===== config.mk =====
export PLATFORM = sky130hd
export DESIGN_NAME = mem_arbiter_flat
export DESIGN_NICKNAME = d
export VERILOG_FILES = /design/src/rtl/mem_arbiter_pkg.sv /design/src/rtl/mem_arbiter_if.sv /design/src/rtl/mem_arbiter_prio.sv /design/src/rtl/mem_arbiter.sv /design/src/flat_wrapper.sv
export SDC_FILE = /design/constraint.sdc
export NUM_CORES = 1
export LEC_CHECK = 0
export ABC_AREA = 1
export CORE_ASPECT_RATIO = 0.8
export CORE_MARGIN = 5
export CORE_UTILIZATION = 45
export CTS_CLUSTER_DIAMETER = 80
export DETAILED_ROUTE_END_ITERATION = 12
export DONT_BUFFER_PORTS = 1
export PLACE_DENSITY_LB_ADDON = 0.08
export SYNTH_ARGS = -nofsm -noshare
export SYNTH_HDL_FRONTEND = slang
export SYNTH_SLANG_ARGS = --single-unit

===== constraint.sdc =====
create_clock -name CLK -period 3.9 [get_ports CLK]
set_clock_uncertainty 0.05 [all_clocks]
set_input_delay 0.78 -clock CLK [delete_from_list [all_inputs] [get_ports CLK]]
set_output_delay 0.78 -clock CLK [all_outputs]
set_load 0.005 [all_outputs]

===== src/rtl/mem_arbiter_pkg.sv =====
// Shared definitions for the unified-memory arbiter:
// FSM state codes, grant codes and default geometry.
package mem_arbiter_pkg;

  localparam int ADDR_W_DEF = 10;
  localparam int DATA_W_DEF = 32;

  localparam logic [1:0] ST_IDLE  = 2'd0;
  localparam logic [1:0] ST_ISSUE = 2'd1;
  localparam logic [1:0] ST_WAIT  = 2'd2;
  localparam logic [1:0] ST_RESP  = 2'd3;

  localparam logic GNT_IM = 1'b0;
  localparam logic GNT_DM = 1'b1;

endpackage


===== src/rtl/mem_arbiter_if.sv =====
// Core-side fetch/data ports plus the memory-side bus.
// slave = arbiter view, master = core/memory view.
interface mem_arbiter_if
  import mem_arbiter_pkg::*;
#(
  parameter int ADDR_W = ADDR_W_DEF,
  parameter int DATA_W = DATA_W_DEF
);

  logic              IM_REQ;
  logic [31:0]       IM_ADDR;
  logic              IM_ACK;
  logic [DATA_W-1:0] IM_DATA;

  logic              DM_REQ;
  logic              DM_WE;
  logic [31:0]       DM_ADDR;
  logic [DATA_W-1:0] DM_WR_DATA;
  logic              DM_ACK;
  logic [DATA_W-1:0] DM_RD_DATA;

  logic              MEM_EN;
  logic              MEM_WE;
  logic [ADDR_W-1:0] MEM_ADDR;
  logic [DATA_W-1:0] MEM_WDATA;
  logic [DATA_W-1:0] MEM_RDATA;

  modport slave (
    input  IM_REQ, IM_ADDR,
    input  DM_REQ, DM_WE, DM_ADDR, DM_WR_DATA,
    input  MEM_RDATA,
    output IM_ACK, IM_DATA,
    output DM_ACK, DM_RD_DATA,
    output MEM_EN, MEM_WE, MEM_ADDR, MEM_WDATA
  );

  modport master (
    output IM_REQ, IM_ADDR,
    output DM_REQ, DM_WE, DM_ADDR, DM_WR_DATA,
    output MEM_RDATA,
    input  IM_ACK, IM_DATA,
    input  DM_ACK, DM_RD_DATA,
    input  MEM_EN, MEM_WE, MEM_ADDR, MEM_WDATA
  );

endinterface


===== src/rtl/mem_arbiter_prio.sv =====
// Grant select: data first, fetch forced after a run of
// MAX_DM_STREAK data grants while a fetch is pending.
module mem_arbiter_prio
  import mem_arbiter_pkg::*;
#(
  parameter int MAX_DM_STREAK = 4
) (
  input  logic i_clk,
  input  logic i_rst,
  input  logic i_im_req,
  input  logic i_dm_req,
  input  logic i_arb,
  output logic o_gnt
);

  localparam int SW = $clog2(MAX_DM_STREAK + 1);
  localparam logic [SW-1:0] STREAK_MAX = SW'(MAX_DM_STREAK);

  logic [SW-1:0] r_streak;
  logic          w_force_im;

  assign w_force_im = i_im_req && (r_streak == STREAK_MAX);
  assign o_gnt = (i_dm_req && !w_force_im) ? GNT_DM : GNT_IM;

  // only a fetch that is actually waiting keeps the run alive
  always_ff @(posedge i_clk or posedge i_rst) begin
    if (i_rst) begin
      r_streak <= '0;
    end else if (i_arb) begin
      if (!i_im_req || o_gnt == GNT_IM)
        r_streak <= '0;
      else if (r_streak != STREAK_MAX)
        r_streak <= r_streak + 1'b1;
    end
  end

endmodule


===== src/rtl/mem_arbiter.sv =====
// Shares one single-port synchronous memory between the
// fetch and data ports; one transaction in flight at a time.
module mem_arbiter
  import mem_arbiter_pkg::*;
#(
  parameter int ADDR_W        = ADDR_W_DEF,
  parameter int DATA_W        = DATA_W_DEF,
  parameter int MEM_LAT       = 1,
  parameter int MAX_DM_STREAK = 4
) (
  input  logic CLK,
  input  logic Z_R,
  mem_arbiter_if.slave bus
);

  localparam int CW = $clog2(MEM_LAT + 1);
  localparam logic [CW-1:0] CNT_LAST = CW'(MEM_LAT - 1);

  logic [1:0]        r_state;
  logic              r_gnt;
  logic              r_we;
  logic [CW-1:0]     r_cnt;
  logic              r_mem_en;
  logic              r_mem_we;
  logic [ADDR_W-1:0] r_mem_addr;
  logic [DATA_W-1:0] r_mem_wdata;
  logic              r_im_ack;
  logic              r_dm_ack;
  logic [DATA_W-1:0] r_im_data;
  logic [DATA_W-1:0] r_dm_data;

  logic              w_idle;
  logic              w_any;
  logic              w_gnt;
  logic [ADDR_W-1:0] w_addr;
  logic              w_unused;

  assign w_idle = (r_state == ST_IDLE);
  assign w_any  = bus.IM_REQ | bus.DM_REQ;

  // fetch uses byte addresses, data uses word addresses
  assign w_addr = (w_gnt == GNT_DM) ?
                  bus.DM_ADDR[ADDR_W-1:0] :
                  bus.IM_ADDR[ADDR_W+1:2];

  assign w_unused = ^{bus.IM_ADDR[31:ADDR_W+2],
                      bus.IM_ADDR[1:0],
                      bus.DM_ADDR[31:ADDR_W]};

  mem_arbiter_prio #(
    .MAX_DM_STREAK(MAX_DM_STREAK)
  ) u_prio (
    .i_clk   (CLK),
    .i_rst   (Z_R),
    .i_im_req(bus.IM_REQ),
    .i_dm_req(bus.DM_REQ),
    .i_arb   (w_idle),
    .o_gnt   (w_gnt)
  );

  always_ff @(posedge CLK or posedge Z_R) begin
    if (Z_R) begin
      r_state     <= ST_IDLE;
      r_gnt       <= GNT_IM;
      r_we        <= 1'b0;
      r_cnt       <= '0;
      r_mem_en    <= 1'b0;
      r_mem_we    <= 1'b0;
      r_mem_addr  <= '0;
      r_mem_wdata <= '0;
      r_im_ack    <= 1'b0;
      r_dm_ack    <= 1'b0;
      r_im_data   <= '0;
      r_dm_data   <= '0;
    end else begin
      r_mem_en <= 1'b0;
      r_mem_we <= 1'b0;
      r_im_ack <= 1'b0;
      r_dm_ack <= 1'b0;
      unique case (r_state)
        ST_IDLE: begin
          if (w_any) begin
            r_gnt      <= w_gnt;
            r_we       <= (w_gnt == GNT_DM) && bus.DM_WE;
            r_mem_en   <= 1'b1;
            r_mem_we   <= (w_gnt == GNT_DM) && bus.DM_WE;
            r_mem_addr <= w_addr;
            if (w_gnt == GNT_DM)
              r_mem_wdata <= bus.DM_WR_DATA;
            r_state    <= ST_ISSUE;
          end
        end
        ST_ISSUE: begin
          r_cnt <= '0;
          if (r_we) begin
            r_dm_ack <= 1'b1;
            r_state  <= ST_RESP;
          end else begin
            r_state  <= ST_WAIT;
          end
        end
        ST_WAIT: begin
          if (r_cnt == CNT_LAST) begin
            if (r_gnt == GNT_DM) begin
              r_dm_data <= bus.MEM_RDATA;
              r_dm_ack  <= 1'b1;
            end else begin
              r_im_data <= bus.MEM_RDATA;
              r_im_ack  <= 1'b1;
            end
            r_state <= ST_RESP;
          end else begin
            r_cnt <= r_cnt + 1'b1;
          end
        end
        ST_RESP: begin
          r_state <= ST_IDLE;
        end
        default: begin
          r_state <= ST_IDLE;
        end
      endcase
    end
  end

  assign bus.MEM_EN     = r_mem_en;
  assign bus.MEM_WE     = r_mem_we;
  assign bus.MEM_ADDR   = r_mem_addr;
  assign bus.MEM_WDATA  = r_mem_wdata;
  assign bus.IM_ACK     = r_im_ack;
  assign bus.IM_DATA    = r_im_data;
  assign bus.DM_ACK     = r_dm_ack;
  assign bus.DM_RD_DATA = r_dm_data;

endmodule


===== src/flat_wrapper.sv =====
// flat-port wrapper written by rule: the top's interface ports become plain ports
module mem_arbiter_flat import mem_arbiter_pkg::*;
#(
  parameter int ADDR_W        = ADDR_W_DEF,
  parameter int DATA_W        = DATA_W_DEF,
  parameter int MEM_LAT       = 1,
  parameter int MAX_DM_STREAK = 4
)
  (CLK, Z_R, bus_IM_REQ, bus_IM_ADDR, bus_DM_REQ, bus_DM_WE, bus_DM_ADDR, bus_DM_WR_DATA, bus_MEM_RDATA, bus_IM_ACK, bus_IM_DATA, bus_DM_ACK, bus_DM_RD_DATA, bus_MEM_EN, bus_MEM_WE, bus_MEM_ADDR, bus_MEM_WDATA);
  mem_arbiter_if #(.ADDR_W(ADDR_W), .DATA_W(DATA_W)) bus_i ();
  input  logic CLK;
  input  logic Z_R;
  input wire logic [$bits(bus_i.IM_REQ)-1:0] bus_IM_REQ;
  input wire logic [$bits(bus_i.IM_ADDR)-1:0] bus_IM_ADDR;
  input wire logic [$bits(bus_i.DM_REQ)-1:0] bus_DM_REQ;
  input wire logic [$bits(bus_i.DM_WE)-1:0] bus_DM_WE;
  input wire logic [$bits(bus_i.DM_ADDR)-1:0] bus_DM_ADDR;
  input wire logic [$bits(bus_i.DM_WR_DATA)-1:0] bus_DM_WR_DATA;
  input wire logic [$bits(bus_i.MEM_RDATA)-1:0] bus_MEM_RDATA;
  output wire logic [$bits(bus_i.IM_ACK)-1:0] bus_IM_ACK;
  output wire logic [$bits(bus_i.IM_DATA)-1:0] bus_IM_DATA;
  output wire logic [$bits(bus_i.DM_ACK)-1:0] bus_DM_ACK;
  output wire logic [$bits(bus_i.DM_RD_DATA)-1:0] bus_DM_RD_DATA;
  output wire logic [$bits(bus_i.MEM_EN)-1:0] bus_MEM_EN;
  output wire logic [$bits(bus_i.MEM_WE)-1:0] bus_MEM_WE;
  output wire logic [$bits(bus_i.MEM_ADDR)-1:0] bus_MEM_ADDR;
  output wire logic [$bits(bus_i.MEM_WDATA)-1:0] bus_MEM_WDATA;
  assign bus_i.IM_REQ = bus_IM_REQ;
  assign bus_i.IM_ADDR = bus_IM_ADDR;
  assign bus_i.DM_REQ = bus_DM_REQ;
  assign bus_i.DM_WE = bus_DM_WE;
  assign bus_i.DM_ADDR = bus_DM_ADDR;
  assign bus_i.DM_WR_DATA = bus_DM_WR_DATA;
  assign bus_i.MEM_RDATA = bus_MEM_RDATA;
  assign bus_IM_ACK = bus_i.IM_ACK;
  assign bus_IM_DATA = bus_i.IM_DATA;
  assign bus_DM_ACK = bus_i.DM_ACK;
  assign bus_DM_RD_DATA = bus_i.DM_RD_DATA;
  assign bus_MEM_EN = bus_i.MEM_EN;
  assign bus_MEM_WE = bus_i.MEM_WE;
  assign bus_MEM_ADDR = bus_i.MEM_ADDR;
  assign bus_MEM_WDATA = bus_i.MEM_WDATA;
  mem_arbiter #(.ADDR_W(ADDR_W), .DATA_W(DATA_W), .MEM_LAT(MEM_LAT), .MAX_DM_STREAK(MAX_DM_STREAK)) u_core (.CLK(CLK), .Z_R(Z_R), .bus(bus_i));
endmodule

==> results.md, run 1 <==
- Syn_nets: 655
- Slew @ Worst Pin: 1.04 ns
- Synth area leader: dfrtp_1
- Non-filler instance count after layout: 667
- Rows: 33
- Switching power: 1640 uW
- Cells on worst reg2reg path: 8
- Core area: 10200 sq um
- Worst r2r src: u_core.u_prio.r_streak[0]
- Final Setup Violations: 0
- Post-CTS setup repair buffer count: 0
- Final Net Count: 653
- Post-CTS Resized: 0
- Number of global-route vias before repair: 3194
- Via count: 3225
- Critical path depth: 8
- Fraction of layout cells with a size suffix above 1: 0.0778
- Clock tree from TritonCTS: built
- CP top delay family: simple AND/OR/NAND/NOR gates
- Worst reg2reg path endpoint: u_core.bus.MEM_WDATA[10]
- Initial antenna violation count: 0
- RSZ-0062 raised after global routing: no
- Root buffer cell: clkbuf_16
- Outcome: completed
- CTS max path bufs: 2
- CP max-delay cell: nand3_1
- Hold/Removal Path Class: in2async
- Sw frac: 0.343
- YS warnings: 0
- Final HPWL DP: 7.39 mm
- Critical Path Source Type: register
- Dpl cells: 635
- Final core occ: 0.524
- Crit. Startpoint: u_core.u_prio.r_streak[0]
- Drt first-iter violations: 132
- Die Span Y: 101 microns
- Largest net degree at the start of global routing: 66
- Die area: 12500 sq um
- Reg-to-reg slack, setup: 1.60 ns
- Min Hold Slack: 0.359 ns
- Internal power: 3140 uW
- Synth top cells by count: 204 x nand2_1, 117 x dfrtp_1, 69 x o21ai_0
- Share of power burned in registers: 0.482
- CP Max Fanout: 36
- Wirelength per Cell: 16.0 microns
- Vias per inst: 4.84
- Max Cap Viol: 0
- First-pass GRT wire length: 16.5 mm
- Worst-Skew Late Latency: 0.40 ns
- Post-synth EDFFs: 0
- Power Dens Cells: 898 nW/um^2
- Worst Path Class, Setup: reg2reg
- Synth async-reset ratio: 1.00
- Crit path DAT: 2.53 ns
- Ys flop type: dfrtp_1
- Clock power frac: 0.314
- Clk slew on worst S/H paths: 0.05 ns
- CP required: 4.14 ns
- Initial Util: 0.457
- Cell mode on critical path: nand2_1
- Most frequent cell after synthesis: nand2_1
- Final worst path period share: 0.589
- Unique masters post-synth: 17
- TritonCTS Sinks: 117
- Post-layout min period: 2.30 ns
- Final Hold Viols: 0
- Max-slew violation count: 0
- Worst Path Buf+Inv: 3
- Setup TNS: 0 ns
- Total CTS buffers: 17
- Share of the synthesized area in the top cell type: 0.630
- Grt ovf: 0
- Leak: 0.00286 uW
- Logic pwr share: 0.205
- Max Clock Freq: 436 MHz
- WL final: 10.7 mm
- Mapped Area: 4650 sq um
- Maximum vdd drop: 392 uV
- Setup crit end kind: register
- Max_slew headroom: 0.305
- Top post-synthesis cells by area: dfrtp_1 63%, nand2_1 16%, o21ai_0 7.4%
- Number of routed nets with antenna violations: 0
- Antenna cell count: 0
- Sequential area share after synthesis: 0.630
- Die width: 124 microns
- Max incr delay on CP: 0.41 ns
- CTS Hold Bufs: 0
- GR Util All Layers: 0.172
- DRT Pass-1 Iters: 4
- Boundary Pins: 243
- Yosys reg bits: 117
- RePlAce Congestion: 0.736
- Syn avg cell area: 9.00 sq um
- CP cell instances: inv_1, ha_1, nand3_1, nand3_2, buf_4, inv_2, nand2_1, nand2_1
- Cells after Synth: 516
- H-tree levels: 4
- DRC violations left: 0
- IO buf count: 0
- Area Overhead vs Synth: 14.6%
-- layout make-up --
class / count / area (sq um)
Clock inverter: 9 / 101
Timing Repair Buffer: 3 / 35.0
Fill cell: 984 / 4830
Inverter: 66 / 251
Tap cell: 140 / 175
Clock buffer: 23 / 478
Sequential cell: 117 / 2930
Multi-Input combinational cell: 309 / 1360
-- power groups by stage --
stage	registers (uW)	clock network, uW	logic (uW)
6_report	2300	1500	978
5_1_grt	2390	1600	1170
4_1_cts	2320	1540	1000
3_5_place_dp	2330	0	1010
3_3_place_gp	2330	0	946
2_1_floorplan	2150	0	846
-- metrics by stage --
| stage | total power, uW | cell area (sq um) | worst slack [ns] |
|---|---|---|---|
| 5_1_grt | 5160 | 5330 | 1.45 |
| 4_1_cts | 4860 | 5330 | 1.62 |
| 3_5_place_dp | 3330 | 4750 | 1.48 |
| 6_report | 4780 | 5330 | 1.60 |
| 3_3_place_gp | 3270 | 4750 | 1.51 |
| 2_1_floorplan | 2990 | 4650 | 1.64 |
-- flip-flops by register name, indices dropped and copies added (netlist names) --
register                cells
u_core.bus.DM_RD_DATA      32
u_core.bus.IM_DATA         32
u_core.bus.MEM_WDATA       32
u_core.bus.MEM_ADDR        10
u_core.u_prio.r_streak      3
u_core.r_state              2
u_core.bus.DM_ACK           1
u_core.bus.IM_ACK           1
u_core.bus.MEM_EN           1
u_core.bus.MEM_WE           1
u_core.r_gnt                1
u_core.r_we                 1
-- worst max-delay path by stage --
stage | to | slack [ns]
floorplan | u_core.bus.DM_ACK | 1.64
global route | u_core.bus.MEM_WDATA[24] | 1.45
finish | u_core.bus.MEM_WDATA[10] | 1.60
global placement | u_core.bus.MEM_WDATA[13] | 1.51
detailed placement | u_core.bus.MEM_WDATA[10] | 1.48
CTS | u_core.bus.MEM_WDATA[10] | 1.62
-- cell usage in the layout, fill, tap and decap left out --
cell        count
nand2_1       202
dfrtp_1       117
o21ai_0        69
inv_1          61
nand3_1        23
clkbuf_16      17
ha_1            6
clkinv_2        5
inv_2           4
clkbuf_8        3
clkbuf_1        3
nand2_2         2
clkinvlp_4      2
bufinv_16       2
buf_4           2
a21oi_2         1
nand3_2         1
a21boi_0        1
nor2_1          1
o22ai_1         1
xor2_1          1
a21oi_1         1
clkinv_4        1
buf_12          1
-- layer usage --
| layer | global-route usage | share of wire | routed length (microns) | vias up |
|---|---|---|---|---|
| met2 | 0.263 | 0.47 | 4990 | 118 |
| li1 | - | - | - | 1573 |
| met1 | 0.204 | 0.41 | 4360 | 1521 |
| met3 | 0.0853 | 0.11 | 1180 | 13 |
| met5 | 0 | 0 | 0 | - |
| met4 | 0.0766 | 0.014 | 146 | 0 |
-- logic make-up (layout without fill, tap and decap cells) --
| group | after synthesis | in the layout | synth area share |
|---|---|---|---|
| buf+inv | 90 | 101 | 0.0789 |
| fa+ha+maj | 6 | 6 | 0.0162 |
| xor+xnor | 1 | 1 | 0.00189 |
| flops | 117 | 117 | 0.630 |
| simple gates | 229 | 229 | 0.193 |
| compound gates | 73 | 73 | 0.0803 |
Power figures use the tool's default switching activity.
==> run 2: changes to the inputs <==
==> constraint.sdc (replaced) <==
create_clock -name CLK -period 1.84 [get_ports CLK]
set_clock_uncertainty 0.05 [all_clocks]
set_input_delay 0.368 -clock CLK [delete_from_list [all_inputs] [get_ports CLK]]
set_output_delay 0.368 -clock CLK [all_outputs]
set_load 0.005 [all_outputs]
==> results.md, run 2 (same netlist as run 1, synthesis figures left out) <==
- Leak: 0.00287 uW (+0.47%)
- Logic pwr share: 0.217 (+0.012)
- Initial antenna violation count: 0 (unchanged)
- Final Net Count: 658 (+0.77%)
- Final Setup Violations: 0 (unchanged)
- Switching power: 3400 uW (+110%)
- CP Max Fanout: 11 (-69%)
- Met1 wire length: 4.22 mm (-3.3%)
- Cell mode on critical path: nand2_1
- Max Cap Viol: 0 (unchanged)
- Multi-input logic area: 1360 sq um (unchanged)
- Die width: 124 microns (unchanged)
- Largest net degree at the start of global routing: 66 (unchanged)
- Crit path DAT: 1.84 ns (-0.69 ns)
- Hold/Removal Path Class: in2reg
- DRC violations left: 0 (unchanged)
- Worst-Skew Late Latency: 0.40 ns (about the same)
- Maximum vdd drop: 788 uV (+100%)
- Slew @ Worst Pin: 0.499 ns (-0.539 ns)
- Number of global-route vias before repair: 3396 (+6.3%)
- RePlAce Congestion: 0.759 (+3.2%)
- Non-filler instance count after layout: 667 (unchanged)
- Clk slew on worst S/H paths: 0.05 ns (about the same)
- Clock tree from TritonCTS: built
- Top layer in use: met4
- Share of power burned in registers: 0.492 (+0.010)
- Fraction of layout cells with a size suffix above 1: 0.0816 (+0.00380)
- Clock power frac: 0.291 (-0.023)
- H-tree levels: 4 (unchanged)
- Most frequent cells in the layout: 202 x nand2_1, 117 x dfrtp_1, 69 x o21ai_0
- Dpl cells: 639 (+0.63%)
- Die area: 12500 sq um (unchanged)
- Critical Path Source Type: register
- Max Clock Freq: 622 MHz (+43%)
- DRT Pass-1 Iters: 4 (unchanged)
- Wirelength per Cell: 15.6 microns (-2.5%)
- CP cell instances: inv_1, ha_1, nand3_1, buf_4, nand2_1, nand2_1, nand3_1, nand2_1
- Grt ovf: 0 (unchanged)
- Power Dens Cells: 1850 nW/um^2 (+110%)
- Total CTS buffers: 17 (unchanged)
- Initial Util: 0.457 (unchanged)
- TritonCTS Sinks: 117 (unchanged)
- Post-CTS setup repair buffer count: 0 (unchanged)
- Core area: 10200 sq um (unchanged)
- Number of routed nets with antenna violations: 0 (unchanged)
- Post-layout min period: 1.61 ns (-0.688 ns)
- CP required: 2.07 ns (-2.07 ns)
- Routed met3 length: 1.19 mm (+0.76%)
- Max-slew violation count: 0 (unchanged)
- Outcome: completed
- Rows: 33 (unchanged)
- WL met2: 4.92 mm (-1.4%)
- Setup crit end kind: register
- First-pass GRT wire length: 17.0 mm (+2.7%)
- Worst Path Buf+Inv: 2 (-1)
- Drt first-iter violations: 166 (+26%)
- CTS max path bufs: 2 (unchanged)
- Worst Path Class, Setup: reg2reg
- CP top delay family: simple AND/OR/NAND/NOR gates
- GR Util All Layers: 0.176 (+0.00444)
- Max_slew headroom: 0.667 (+0.361)
- Root buffer cell: clkbuf_16
- Final worst path period share: 0.873 (+0.285)
- Via count: 3231 (+0.19%)
- Antenna cell count: 0 (unchanged)
- Internal power: 6490 uW (+110%)
- Die Span Y: 101 microns (unchanged)
- # fillers: 983 (-0.10%)
- IO buf count: 0 (unchanged)
- WL final: 10.4 mm (-2.5%)
- Final core occ: 0.526 (+0.00197)
- Max incr delay on CP: 0.40 ns (about the same)
- Register area: 2930 sq um (unchanged)
- Boundary Pins: 243 (unchanged)
- CTS Hold Bufs: 1 (+1)
- Sw frac: 0.344 (+0.000901)
- Area Overhead vs Synth: 15.1%
- Vias per inst: 4.84 (+0.19%)
- Commonest non-fill, non-tap cell in the layout: nand2_1
- CP max-delay cell: dfrtp_1
- Post-CTS Resized: 0 (unchanged)
- RSZ-0062 raised after global routing: no
- Final HPWL DP: 7.30 mm (-1.3%)
- Final Hold Viols: 0 (unchanged)
[run 2: power groups by stage]
stage          Clock [uW]  Sequential (uW)  Combinational [uW]
2_1_floorplan           0             4550                1790
3_3_place_gp            0             4920                2080
3_5_place_dp            0             4920                2210
4_1_cts              2970             4910                2200
5_1_grt              3100             5050                2600
6_report             2880             4860                2150
[run 2: routing by layer]
metal | vias to the layer above | global-route usage
li1 | 1578 | -
met1 | 1520 | 0.207
met2 | 126 | 0.275
met3 | 7 | 0.0920
met4 | 0 | 0.0664
met5 | - | 0
[run 2: path summary, 6_finish.rpt]
path,startpoint,endpoint,slack [ns],cells after the start
worst max-delay path,u_core.u_prio.r_streak[0],u_core.bus.MEM_ADDR[2],0.23,8
worst min-delay path,bus_DM_WR_DATA[11],u_core.bus.MEM_WDATA[11],0.03,2
min in group asynchronous,Z_R,u_core.bus.DM_RD_DATA[19],0.52,3
max in group asynchronous,Z_R,u_core.bus.MEM_ADDR[8],0.92,3
worst min register to register,u_core.r_we,u_core.r_we,0.44,2
worst max register to register,u_core.u_prio.r_streak[0],u_core.bus.MEM_ADDR[2],0.23,8
[run 2: metrics by stage]
stage               setup slack, ns  area (sq um)  hold WS, ns  setup TNS, ns  power (uW)
finish                        0.233          5350       0.0267              0        9890
global route                 0.0231          5350      0.00553              0       10800
CTS                           0.199          5350      0.00792              0       10100
detailed placement            0.210          4810        0.332              0        7130
global placement              0.250          4810        0.321              0        7000
floorplan                  -0.00539          4650        0.402         -0.630        6350
[run 2: area by class of cell]
class,count,area share
Tap cell,140,0.0328
Multi-Input combinational cell,309,0.254
Clock buffer,22,0.0925
Sequential cell,117,0.548
Timing Repair Buffer,8,0.0211
Clock inverter,5,0.00515
Inverter,66,0.0471
==> run 3: changes to the inputs <==
--- a/config.mk
+++ b/config.mk
@@ -12,7 +12,7 @@
 export CTS_CLUSTER_DIAMETER = 80
 export DETAILED_ROUTE_END_ITERATION = 12
 export DONT_BUFFER_PORTS = 1
-export PLACE_DENSITY_LB_ADDON = 0.08
+export PLACE_DENSITY = 0.65
 export SYNTH_ARGS = -nofsm -noshare
 export SYNTH_HDL_FRONTEND = slang
 export SYNTH_SLANG_ARGS = --single-unit
==> results.md, run 3 (same netlist as run 1, synthesis figures left out) <==
- Clk slew on worst S/H paths: 0.05 ns (about the same)
- Commonest non-fill, non-tap cell in the layout: nand2_1
- Total Power: 10100 uW (+2.5%)
- Core area: 10200 sq um (unchanged)
- DRT Pass-1 Iters: 4 (unchanged)
- Reg-to-reg slack, setup: 0.29 ns (+0.06 ns)
- Vias per inst: 4.92 (+1.7%)
- Total CTS buffers: 17 (unchanged)
- Setup crit end kind: register
- Root buffer cell: clkbuf_16
- Final HPWL DP: 7.30 mm (about the same)
- RePlAce Congestion: 0.795 (+4.7%)
- Multi-input logic area: 1360 sq um (unchanged)
- Initial antenna violation count: 0 (unchanged)
- Crit path DAT: 1.84 ns (about the same)
- TritonCTS Sinks: 117 (unchanged)
- Clock tree from TritonCTS: built
- Final core occ: 0.529 (+0.00234)
- Max Cap Viol: 0 (unchanged)
- CP Max Fanout: 34 (+23)
- WL final: 10.4 mm (-0.51%)
- Hold path depth: 2 (unchanged)
- Rows: 33 (unchanged)
- Post-CTS setup repair buffer count: 0 (unchanged)
- Max-slew violation count: 0 (unchanged)
- Antenna cell count: 0 (unchanged)
- Fraction of layout cells with a size suffix above 1: 0.0844 (+0.00283)
- Worst r2r src: u_core.u_prio.r_streak[0]
- H-tree levels: 4 (unchanged)
- First-pass GRT wire length: 16.5 mm (-2.8%)
- Slew @ Worst Pin: 0.644 ns (+0.144 ns)
- Drt first-iter violations: 241 (+45%)
- Critical Path Source Type: register
- GR Util All Layers: 0.171 (-0.00590)
- DRC violations left: 0 (unchanged)
- Most frequent cells in the layout: 202 x nand2_1, 117 x dfrtp_1, 69 x o21ai_0
- Die Span Y: 101 microns (unchanged)
- IO buf count: 0 (unchanged)
- Via count: 3314 (+2.6%)
- Initial Util: 0.457 (unchanged)
- Maximum vdd drop: 828 uV (+5.1%)
- Wirelength per Cell: 15.4 microns (-1.4%)
- Area Overhead vs Synth: 15.6%
- Largest net degree at the start of global routing: 118 (+79%)
- Boundary Pins: 243 (unchanged)
- Die area: 12500 sq um (unchanged)
- Setup TNS: 0 ns (unchanged)
- Hold/Removal Path Class: in2reg
- Worst Path Class, Setup: reg2reg
- RSZ-0062 raised after global routing: no
- Number of global-route vias before repair: 3296 (-2.9%)
- Outcome: completed
- Worst-Skew Late Latency: 0.40 ns (about the same)
- Post-layout min period: 1.55 ns (-0.0571 ns)
- Max_slew headroom: 0.571 (-0.0958)
- Max Clock Freq: 645 MHz (+3.7%)
- Final Setup Violations: 0 (unchanged)
- Final Hold Viols: 0 (unchanged)
- Number of routed nets with antenna violations: 0 (unchanged)
- Register area: 2930 sq um (unchanged)
- Cells on worst reg2reg path: 7 (-1)
- CTS max path bufs: 2 (unchanged)
- Leak: 0.00288 uW (+0.31%)
- Worst Hold End: u_core.bus.MEM_WDATA[0]
- Final worst path period share: 0.842 (-0.0310)
- Final Net Count: 659 (+0.15%)
- Grt ovf: 0 (unchanged)
- Die width: 124 microns (unchanged)
- Worst reg2reg path endpoint: u_core.bus.MEM_WDATA[14]
- CP required: 2.13 ns (+0.06 ns)
- Hold_sp: bus_DM_WR_DATA[0]
- Power Dens Cells: 1890 nW/um^2 (+2.1%)
- # fillers: 956 (-2.7%)
## run 3: cell count changes in the layout (fill, tap and decap cells not counted), sizes merged
| cell | delta |
|---|---|
| clkinv | +3 |
| bufinv | +2 |
| buf | +1 |
## run 3: metal layers
layer  global-route usage  share of wire  up-vias
li1                     -              -     1588
met1                0.205           0.40     1548
met2                0.255           0.45      163
met3               0.0954           0.13       15
met4               0.0664          0.013        0
met5                    0              0        -
## run 3: worst max-delay path: stages, from the launching register on
cell and delay (ns):
dfrtp_1 0.39, inv_1 0.08, ha_1 0.15, nand3_1 0.14, nand3_2 0.15, buf_4 0.32, nand2_1 0.11, nand2_1 0.08
## run 3: area by class of cell
class	instances	area share
Inverter	66	0.0473
Sequential cell	117	0.545
Tap cell	140	0.0326
Clock buffer	22	0.0846
Clock inverter	10	0.0198
Timing Repair Buffer	9	0.0177
Multi-Input combinational cell	309	0.253
## run 3: through the flow
step | std cells | cell area [sq um] | worst slack [ns] | hold WS, ns
2_1_floorplan | 516 | 4650 | -0.00539 | 0.402
3_3_place_gp | 640 | 4800 | 0.300 | 0.411
3_5_place_dp | 640 | 4800 | 0.239 | 0.418
4_1_cts | 673 | 5370 | 0.225 | 0.00376
5_1_grt | 673 | 5370 | 0.127 | 0.00458
6_report | 673 | 5370 | 0.290 | 0.0241
## run 3: worst max-delay path by stage
stage	startpoint	end	slack [ns]	cells past startpoint
global route	u_core.u_prio.r_streak[0]	u_core.bus.MEM_WDATA[14]	0.13	7
global placement	u_core.u_prio.r_streak[0]	u_core.bus.MEM_WDATA[14]	0.30	7
CTS	u_core.u_prio.r_streak[0]	u_core.bus.MEM_WDATA[29]	0.22	7
finish	u_core.u_prio.r_streak[0]	u_core.bus.MEM_WDATA[14]	0.29	7
floorplan	Z_R	u_core.bus.DM_ACK	-0.005	1
detailed placement	u_core.u_prio.r_streak[0]	u_core.bus.MEM_WDATA[20]	0.24	7
## run 3: power by group
part	total (uW)	leakage, uW	internal, uW	switching [uW]
sequential	4860	0.00145	3830	1030
combinational	2180	0.00115	809	1370
clock	3100	0.000277	2010	1090
total	10100	0.00288	6650	3490
## run 3: what timing repair did
action                     CTS  global route
hold buffers                 1             0
setup endpoints to repair    0             1
hold endpoints to repair    58             0
resized for setup            0             2
